## src/rtl/rom_boot_loader.sv

```systemverilog
// rtl/rom_boot_loader.sv - byte-stream ROM image loader with checksum and core reset hold
// Optional LOADER_TIMEOUT_EN: abort a frame after TIMEOUT idle cycles between bytes.
module rom_boot_loader #(
    parameter int          ADDR_W    = 12,
    parameter logic [7:0]  SYNC_BYTE = 8'hA5,
    parameter int unsigned TIMEOUT   = 1000000
) (
    input  logic        clk,
    input  logic        rst,
    input  logic [7:0]  rx_data,
    input  logic        rx_valid,
    output logic        rx_ready,
    output logic        rom_we,
    output logic [31:0] rom_addr,
    output logic [31:0] rom_data,
    output logic        core_rst,
    output logic        load_done,
    output logic        load_err
);

    typedef enum logic [2:0] {
        IDLE, CNT0, CNT1, DATA, WRITE, CSUM, DONE, ERR
    } state_t;

    localparam logic [16:0] MAX_WORDS = 17'(2 ** ADDR_W);

    state_t      state;
    state_t      state_nxt;
    logic        accept;
    logic        is_sync;
    logic        timeout;
    logic [7:0]  cnt_lo;
    logic [15:0] count;
    logic [15:0] idx;
    logic [1:0]  lane;
    logic [23:0] word_buf;
    logic [7:0]  csum;

    assign rx_ready = !rst && (state != WRITE);
    assign accept   = rx_valid && rx_ready;
    assign is_sync  = (rx_data == SYNC_BYTE);

`ifdef LOADER_TIMEOUT_EN
    localparam int TW = $clog2(TIMEOUT + 1);

    logic [TW-1:0] timer;
    logic          counting;

    // Only the in-frame states watch for a stalled byte source.
    assign counting = (state != IDLE) && (state != DONE) && (state != ERR);
    assign timeout  = counting && !accept && (timer >= TW'(TIMEOUT - 1));

    always_ff @(posedge clk or posedge rst) begin
        if (rst) begin
            timer <= '0;
        end else if (accept || !counting) begin
            timer <= '0;
        end else begin
            timer <= timer + 1'b1;
        end
    end
`else
    localparam int unsigned unused_timeout = TIMEOUT;

    assign timeout = 1'b0;
`endif

    always_comb begin
        state_nxt = state;
        case (state)
            IDLE: begin
                if (accept && is_sync) state_nxt = CNT0;
            end
            CNT0: begin
                if (accept) state_nxt = CNT1;
            end
            CNT1: begin
                if (accept) begin
                    if ({1'b0, rx_data, cnt_lo} > MAX_WORDS) state_nxt = ERR;
                    else if ({rx_data, cnt_lo} == 16'd0)     state_nxt = CSUM;
                    else                                     state_nxt = DATA;
                end
            end
            DATA: begin
                if (accept && lane == 2'd3) state_nxt = WRITE;
            end
            WRITE: begin
                state_nxt = (idx == count - 16'd1) ? CSUM : DATA;
            end
            CSUM: begin
                if (accept) state_nxt = (rx_data == csum) ? DONE : ERR;
            end
            DONE: begin
                state_nxt = DONE;
            end
            ERR: begin
                if (accept && is_sync) state_nxt = CNT0;
            end
            default: state_nxt = IDLE;
        endcase
        if (timeout) state_nxt = ERR;
    end

    always_ff @(posedge clk or posedge rst) begin
        if (rst) begin
            state     <= IDLE;
            rom_we    <= 1'b0;
            rom_addr  <= '0;
            rom_data  <= '0;
            core_rst  <= 1'b1;
            load_done <= 1'b0;
            load_err  <= 1'b0;
            cnt_lo    <= '0;
            count     <= '0;
            idx       <= '0;
            lane      <= '0;
            word_buf  <= '0;
            csum      <= '0;
        end else begin
            state  <= state_nxt;
            rom_we <= 1'b0;
            case (state)
                IDLE, ERR: begin
                    if (accept && is_sync) begin
                        load_err <= 1'b0;
                        csum     <= '0;
                        idx      <= '0;
                        lane     <= '0;
                    end
                end
                CNT0: begin
                    if (accept) cnt_lo <= rx_data;
                end
                CNT1: begin
                    if (accept) count <= {rx_data, cnt_lo};
                end
                DATA: begin
                    if (accept) begin
                        csum <= csum + rx_data;
                        lane <= lane + 2'd1;
                        case (lane)
                            2'd0: word_buf[7:0]   <= rx_data;
                            2'd1: word_buf[15:8]  <= rx_data;
                            2'd2: word_buf[23:16] <= rx_data;
                            default: begin
                                // Register the write so rom_we lands one cycle after the last byte.
                                rom_we   <= 1'b1;
                                rom_addr <= {14'd0, idx, 2'b00};
                                rom_data <= {rx_data, word_buf};
                            end
                        endcase
                    end
                end
                WRITE: begin
                    idx <= idx + 16'd1;
                end
                CSUM: begin
                    if (accept && rx_data == csum && !timeout) begin
                        load_done <= 1'b1;
                        core_rst  <= 1'b0;
                    end
                end
                default: ;
            endcase
            if (state_nxt == ERR && state != ERR) load_err <= 1'b1;
        end
    end

endmodule

```

## config.mk

```make
export PLATFORM = sky130hd
export DESIGN_NAME = rom_boot_loader
export DESIGN_NICKNAME = d
export VERILOG_FILES = /design/src/rtl/rom_boot_loader.sv
export SDC_FILE = /design/constraint.sdc
export NUM_CORES = 1
export LEC_CHECK = 0
export ABC_AREA = 1
export CORE_UTILIZATION = 60
export CTS_CLUSTER_SIZE = 28
export DETAILED_ROUTE_END_ITERATION = 12
export PLACE_DENSITY_LB_ADDON = 0.12
export SLEW_MARGIN = 10
export SYNTH_ARGS = -nofsm -noshare
export SYNTH_HDL_FRONTEND = slang
export SYNTH_SLANG_ARGS = --single-unit
```

## constraint.sdc

```tcl
create_clock -name clk -period 14.9 [get_ports clk]
set_clock_uncertainty 0.1 [all_clocks]
set_input_delay 3.725 -clock clk [delete_from_list [all_inputs] [get_ports clk]]
set_output_delay 3.725 -clock clk [all_outputs]
set_load 0.1 [all_outputs]
```

Word level (Yosys, flattened, before mapping)
Index checks and enable logic that the tools add are counted.
{"block": "word_totals", "reg_bits": 129, "latchBits": 0, "mem_bits_rw": 0, "mem_bits_ro": 0, "inputBits": 11, "out_inout_bits": 69, "wordCells": 89, "memories": 0}
{"block": "classes", "n_addsub": 4, "multipliers": 0, "n_div": 0, "order_cmp": 1, "n_eq_ne": 18, "shifts": 0, "mux": 24, "n_bitwise": 1, "reduce_logical": 26}
{"cell": "one-hot mux 16 bit (2 select lines)", "n": 1}
{"cell": "two-way mux 3 bit", "n": 8}
{"cell": "one-hot mux 3 bit (7 select lines)", "n": 1}
{"cell": "adder 16 x 1 -> 16 bit, second input constant", "n": 1}
{"cell": "== test 16 bit", "n": 1}
{"cell": "> comparator 16 x 13 -> 1 bit, second input constant", "n": 1}
{"cell": "zero test 16 bit", "n": 1}
{"cell": "two-way mux 16 bit", "n": 1}
{"cell": "two-way mux 8 bit", "n": 2}
{"cell": "one-hot mux 8 bit (2 select lines)", "n": 1}
{"cell": "subtractor 16 x 1 -> 16 bit, second input constant", "n": 1}
{"cell": "== test 3 bit, second input constant", "n": 5}
{"cell": "AND reduction 3 bit", "n": 5}
{"cell": "AND reduction 2 bit", "n": 5}
{"cell": "adder 8 bit", "n": 1}
{"cell": "== test 8 bit", "n": 1}
{"cell": "== test 8 bit, second input constant", "n": 1}
{"cell": "nonzero test 2 bit", "n": 4}
{"cell": "two-way mux 1 bit", "n": 7}
{"cell": "== test 3 x 2 -> 1 bit, second input constant", "n": 2}
{"cell": "logical AND 1 bit", "n": 6}
{"cell": "!= test 3 bit, second input constant", "n": 2}
{"cell": "== test 2 bit, second input constant", "n": 2}
{"cell": "two-way mux 2 bit", "n": 2}
{"cell": "12 further kinds", "n": 12}

Depth between registers and ports, before layout
Gate-level depths: netlist of run 1.
{"block": "depth", "ltp_word": 10, "mapped_depth": 16, "mapped_depth_nobuf": 16}

Worst setup path before layout of run 1
OpenSTA, ideal clock, no wires.
{"block": "synth_path", "path_kind": "input to output", "start": "in rst", "end": "out rx_ready", "arrival_time_ps": 4217, "required_ps": 11075, "setup_slack_ps": 6858, "stages": 1, "path_buffers": 0, "path_cell_list": "nor2_4"}
{"block": "synth_between", "elab_chain_len": 2}
{"element": "from (decl)", "line_no": "9", "source": "input logic rst,"}
{"element": "zero test 1 bit (no line)"}
{"element": "logical AND 1 bit", "line_no": "39", "source": "assign rx_ready = !rst && (state != WRITE);"}
{"element": "to (decl)", "line_no": "12", "source": "output logic rx_ready,"}
Every way passes these cells.

Final worst setup path of run 1
Ends and elaborated chain as after synthesis.

==> summary.txt, run 1 <==
Run status
  – Status: complete, no violations

Synth
  – Average cell area after synthesis: around 8.3 um2
  – Part of the Yosys area used for sequential elements: between 50% and 60%
  – Yosys top cell by area: dfrtp_1
  – Synth cell count leaders: nand2_1, dfrtp_1, o21ai_0
  – Dominant cells by area after synthesis: dfrtp_1, nand2_1, o21ai_0
  – Top-count cell post-synth: nand2_1
  – Main synth FF type: dfrtp_1
  – Seq cells post-synth: between 100 and 150
  – Ys async rst share: 100.0%
  – XOR/XNOR share of the synthesized area: slightly below 2%
  – Syn Inst Count: ~760
  – Synth Cell Area: between 6000 and 7000 um2
  – EDFF count, synth: 0
  – Synth Area in Adders: under 10%
  – Synth warn: 0
  – Largest family of logic cells by synthesized area: simple AND/OR/NAND/NOR gates
  – Post-synth cell types: 44
  – Synth Area in Compound Gates: about a tenth
  – Post-synth top area share: 50.57%
  – Synth Area in Simple Gates: around a quarter
  – Mux share of post-synthesis cell area: less than 1%

Global route
  – Number of global-route vias before repair: 5126
  – Initial antenna violation count: 0
  – GRT Util Overall: between 20 and 30%
  – Pin count of the biggest net entering global routing: 86
  – GRT overflow: 0
  – First-pass GRT wire length: between 20000 and 25000 um

Power and ir drop
  – Reg power frac: between 30 and 40%
  – Static Leak: ~0.0038 uW
  – Peak VDD IR: 135.8 uV
  – Comb pwr share: 38.7%
  – Clock power frac: between 20% and 30%
  – Switching Share: between 40% and 50%
  – Total power per unit cell area: 216.5 nW/um2
  – Psw: between 700 and 800 uW
  – Int Pwr: 944.2 uW

Drt
  – Avg WL per Cell: approximately 15 um
  – Number of routed nets with antenna violations: 0
  – First-iteration detailed-routing DRC count: around 320
  – Detailed Routing Iterations Pass 1: 5
  – Total number of vias: 5241
  – DRC: 0
  – Routed vias/inst: 5.409
  – Routed Wire Length: between 10000 and 15000 um

Setup path
  – Critical Path Source Type: input port
  – CP Class: input port to output port
  – CP endpoint kind: output port
  – Arr. time, crit path: 5600 ps
  – Critical Path RT: 11070 ps
  – CP Max Fanout: 3

Clock tree
  – Htree depth: 4
  – CTS resizes: 0
  – Worst-path clk slew: 70 ps
  – CTS buffer count: 17
  – CTS max path bufs: 2
  – CTS Sinks: approximately 130
  – Skew-Pair Late Insertion Delay: 520 ps
  – CTS tree: done
  – Hold Buf Count CTS: 0
  – Setup bufs post-CTS: 0
  – Root buf cell: clkbuf_8

STA
  – Worst-margin pin slew: around 1000 ps
  – Final slew viol count: 0
  – RSZ-0062 raised after global routing: false
  – FMAX: between 100 and 150 MHz
  – Min Tclk post-route: 9421 ps
  – Slew margin rel.: between 30 and 40%
  – Final period util: between 60% and 70%
  – Final setup fails: 0
  – Setup TNS: 0 ps
  – Final hold viol count: 0

Placed design
  – IO Port Bufs: 63
  – Placed Area: 6939 um2
  – GP Congestion: 0.9246
  – HPWL after detailed placement: 9284 um

Finish
  – Area of the multi-input gates: 2649 um2
  – Post-layout nets: 845
  – Layout fillers: 783
  – Final Cell Area: approximately 7600 um2
  – Synth-to-Final Area Change: 19.95%
  – Layout cells sized above 1: 6.843%
  – # diodes: 0
  – Sequential Area: around 3200 um2

Die
  – Die area: 10970 um2
  – Initial Util: 61.63%
  – Die height: 104.7 um
  – Core footprint: 10280 um2
  – Chip width: roughly 100 um
  – Std cell rows: 37
  – IO Pins: 80

Hold path
  – Worst hold-check path type: register to register

Run
  – Max-cap violations: 0
==> path summary, 6_finish.rpt <==
path,from,end,slack [ps],depth (start not counted)
max in group asynchronous,rst,rom_addr[14],9590,3
min reg2reg,load_done,load_done,370,1
max reg2reg,state[0],rom_data[17],11810,10
min in group asynchronous,rst,load_done,3660,2
min,load_done,load_done,370,1
max,rst,rx_ready,5480,3
==> metal layers <==
metal,routed length (um),up-vias,global-route usage [%]
li1,-,2519,-
met2,6812,184,45.93
met5,0,-,0
met4,284,0,9.859
met3,766,31,5.926
met1,6400,2507,38.41
==> registers in the layout, summed over array words and instances, names as in the netlist <==
register / cells
cnt_lo: 8
core_rst: 1
count: 16
csum: 8
idx: 16
lane: 2
load_done: 1
load_err: 1
rom_addr: 16
rom_data: 32
rom_we: 1
state: 3
word_buf: 24
==> power groups by stage <==
stage          sequential, uW  clock (uW)  combinational [uW]
2_1_floorplan             691           0                 353
3_3_place_gp              551           0                 606
4_1_cts                   553         459                 633
3_5_place_dp              556           0                 625
6_report                  554         454                 636
5_1_grt                   568         476                 705
==> critical path, cell delays in order <==
cell	delay, ps
clkdlybuf4s50_1	540
nor2_4	180
clkdlybuf4s50_1	1140
==> layout make-up <==
type / instances / share of cell area (%)
timing repair buffer: 64 / 8.399
inverter: 68 / 3.393
clock buffer: 18 / 5.632
sequential: 129 / 42.51
multi-input combinational: 540 / 34.86
clock inverter: 14 / 2.964
tap: 136 / 2.240
==> metrics by stage <==
step / hold WS (ps) / setup slack, ps / utilization (%) / power [uW] / cells
floorplan: 342.2 / 6858 / - / 1043 / 774
detailed placement: 350.7 / 5482 / 67.52 / 1181 / 937
global placement: 344.9 / 5498 / 67.52 / 1157 / 937
global route: 375.9 / 5440 / 73.92 / 1749 / 969
CTS: 369.1 / 5474 / 73.87 / 1645 / 969
finish: 367.0 / 5479 / 73.92 / 1645 / 969
==> layout by cell type (no fill, tap or decap), drive strengths merged, types with 3 or more instances in the layout <==
cell,n
o21ai,82
clkinvlp,3
nor2,58
a31oi,3
nand3b,3
inv,72
clkbuf,18
nor3,11
bufinv,5
a22o,3
xnor2,8
xor2,6
dfrtp,128
o22ai,3
a21oi,14
ha,13
o32ai,3
conb,16
nand4,8
nand3,29
nand2,266
clkdlybuf4s50,63
==> kinds of logic (layout without fill, tap and decap cells) <==
logic type / count (synthesis) / in the layout
simple gates: 376 / 376
flops: 129 / 129
compound gates: 118 / 118
buf+inv: 105 / 164
fa+ha+maj: 14 / 14
xor+xnor: 14 / 14
mux: 2 / 2
other cells: 1 / 16
No activity file was read; power rests on OpenSTA's default activity.
==> run 2, diff against run 1 <==
--- a/config.mk
+++ b/config.mk
@@ -6,7 +6,7 @@
 export NUM_CORES = 1
 export LEC_CHECK = 0
 export ABC_AREA = 1
-export CORE_UTILIZATION = 60
+export CORE_UTILIZATION = 56
 export CTS_CLUSTER_SIZE = 28
 export DETAILED_ROUTE_END_ITERATION = 12
 export PLACE_DENSITY_LB_ADDON = 0.12
==> constraint.sdc (replaced) <==
create_clock -name clk -period 9.3 [get_ports clk]
set_clock_uncertainty 0.1 [all_clocks]
set_input_delay 2.325 -clock clk [delete_from_list [all_inputs] [get_ports clk]]
set_output_delay 2.325 -clock clk [all_outputs]
set_load 0.1 [all_outputs]
==> summary.txt, run 2 (same netlist as run 1, synthesis figures left out) <==
Run status
  – Status: complete, no violations (unchanged)

Hold path
  – Worst Hold Launch: load_done (unchanged)
  – Worst hold-check path type: register to register (unchanged)
  – Hold path endpoint: load_done (unchanged)
  – Hold-critical path depth: 1 (unchanged)

Die
  – Std cell rows: 38 (was 37)
  – Die height: 108.4 um (was 104.7 um)
  – Chip width: 108.4 um (was 104.7 um)
  – Initial Util: 57.92% (was 61.63%)
  – Core footprint: 10940 um2 (was 10280 um2)
  – IO Pins: 80 (unchanged)
  – Die area: 11740 um2 (was 10970 um2)

STA
  – Worst hold margin: 365.0 ps (was 367.0 ps)
  – Slew margin rel.: 34.24% (was 30.36%)
  – Min Tclk post-route: ~6600 ps
  – Final setup fails: 0 (unchanged)
  – Worst-margin pin slew: 983.3 ps (was 1045 ps)
  – Final period util: slightly above 70%
  – RSZ-0062 raised after global routing: false (unchanged)
  – Setup TNS: 0 ps (unchanged)
  – Final hold viol count: 0 (unchanged)
  – FMAX: 150.7 MHz
  – Final slew viol count: 0 (unchanged)

Finish
  – Top Registers: rom_data: 32 flops, word_buf: 24 flops (unchanged)
  – Post-layout nets: 846 (was 845)
  – Layout cells sized above 1: 6.611% (was 6.843%)
  – # diodes: 0 (unchanged)
  – Non-Filler Instances: 972 (was 969)
  – Most frequent cells in the layout: nand2_1, dfrtp_1, o21ai_0 (unchanged)
  – Final Cell Area: 7526 um2 (was 7597 um2)
  – Most common cell after layout, fill and taps aside: nand2_1 (unchanged)
  – Area of the multi-input gates: 2644 um2 (was 2649 um2)
  – Synth-to-Final Area Change: 18.83% (was 19.95%)
  – Max reg flops: 32 (unchanged)
  – Sequential Area: 3229 um2 (unchanged)
  – Top reg by flops: rom_data (unchanged)
  – Layout fillers: 902 (was 783)

Setup path
  – Worst R2R Start: state[0] (unchanged)
  – Slowest stage cell, crit path: clkdlybuf4s50_1 (unchanged)
  – Critical Path RT: 6880 ps (was 11070 ps)
  – Slowest stage delay, CP: 1140 ps (about the same)
  – Critical path, cell by cell: clkdlybuf4s50_1 -> nor2_4 -> clkdlybuf4s50_1 (unchanged)
  – Critical Path Source Type: input port (unchanged)
  – CP endpoint kind: output port (unchanged)
  – Cell mode on critical path: clkdlybuf4s50_1 (unchanged)
  – Buf/Inv on CP: 2 (unchanged)
  – Reg2Reg Depth: 11 (was 10)
  – Arr. time, crit path: 4210 ps (was 5600 ps)
  – Reg2reg end: rom_data[22] (was rom_data[17])
  – CP Max Fanout: 3 (unchanged)
  – CP Class: input port to output port (unchanged)
  – Critical path's top delay family: buffers and inverters (unchanged)
  – Setup slack, reg-to-reg: 6070 ps (was 11810 ps)

Run
  – Max-cap violations: 0 (unchanged)

Placed design
  – HPWL after detailed placement: 9554 um (was 9284 um)
  – GP Congestion: 0.9096 (was 0.9246)
  – Placed Area: 6952 um2 (was 6939 um2)
  – Cells after DPL: 942 (was 937)
  – IO Port Bufs: 63 (unchanged)

Clock tree
  – Worst-path clk slew: 50 ps (was 70 ps)
  – CTS buffer count: 17 (unchanged)
  – CTS Sinks: 129 (unchanged)
  – Setup bufs post-CTS: 0 (unchanged)
  – CTS max path bufs: 2 (unchanged)
  – Skew-Pair Late Insertion Delay: 420 ps (was 520 ps)
  – Hold Buf Count CTS: 0 (unchanged)
  – CTS resizes: 0 (unchanged)
  – Htree depth: 4 (unchanged)
  – Root buf cell: clkbuf_16 (was clkbuf_8)
  – CTS tree: done (unchanged)

Power and ir drop
  – Total power per unit cell area: 338.1 nW/um2 (was 216.5 nW/um2)
  – Static Leak: 0.003748 uW (was 0.003794 uW)
  – Peak VDD IR: 233.5 uV (was 135.8 uV)

Drt
  – Routed vias/inst: 5.335 (was 5.409)
  – Avg WL per Cell: 14.44 um (was 14.72 um)
  – Detailed Routing Iterations Pass 1: 7 (was 5)
  – First-iteration detailed-routing DRC count: 376 (was 324)
  – Number of routed nets with antenna violations: 0 (unchanged)
  – Routed Wire Length: 14040 um (was 14260 um)
  – Total number of vias: 5186 (was 5241)
  – DRC: 0 (unchanged)

Global route
  – GRT Util Overall: 26.47% (was 28.43%)
  – Pin count of the biggest net entering global routing: 79 (was 86)
  – Number of global-route vias before repair: 4984 (was 5126)
  – Initial antenna violation count: 0 (unchanged)
  – GRT overflow: 0 (unchanged)
  – First-pass GRT wire length: 23790 um (was 24380 um)
run 2: worst max path at each step:
stage / start / end / slack, ps / depth (start not counted)
after floorplan: rst / cnt_lo[0] / 3440 / 1
after global placement: rst / rx_ready / 2700 / 3
after detailed placement: rst / rx_ready / 2670 / 3
after CTS: rst / rx_ready / 2660 / 3
after global routing: rst / rx_ready / 2630 / 3
final: rst / rx_ready / 2660 / 3
run 2: where the power goes:
group	switching (uW)	total [uW]	internal, uW
combinational	710	1010	302
sequential	148	886	738
clock	246	646	401
run 2: per-stage QoR:
stage / worst slack, ps / util (%) / power [uW]
after floorplan: 3436 / - / 1671
after global placement: 2696 / 63.57 / 1855
after detailed placement: 2665 / 63.57 / 1895
after CTS: 2658 / 68.82 / 2552
after global routing: 2633 / 68.82 / 2715
final: 2664 / 68.82 / 2544
run 2: layout make-up:
cell class                 instances  area share [%]
timing repair buffer              65           8.579
multi-input combinational        540           35.13
sequential                       129           42.91
inverter                          68           3.425
tap                              140           2.328
clock buffer                      19           5.885
clock inverter                    11           1.746
run 2: worst reg2reg max path: cells and delay by family, from the launching register on:
family / cells / cell delay (ps)
and+or+nand+nor: 8 / 1710
DFF: 1 / 410
buffers and inverters: 3 / 940
run 2: metal layers:
metal  global-route usage (%)  part of all wire [%]
met5                        0                     0
met4                    10.71                   2.2
met3                    5.425                   5.1
met2                    41.99                    47
met1                    35.75                    45
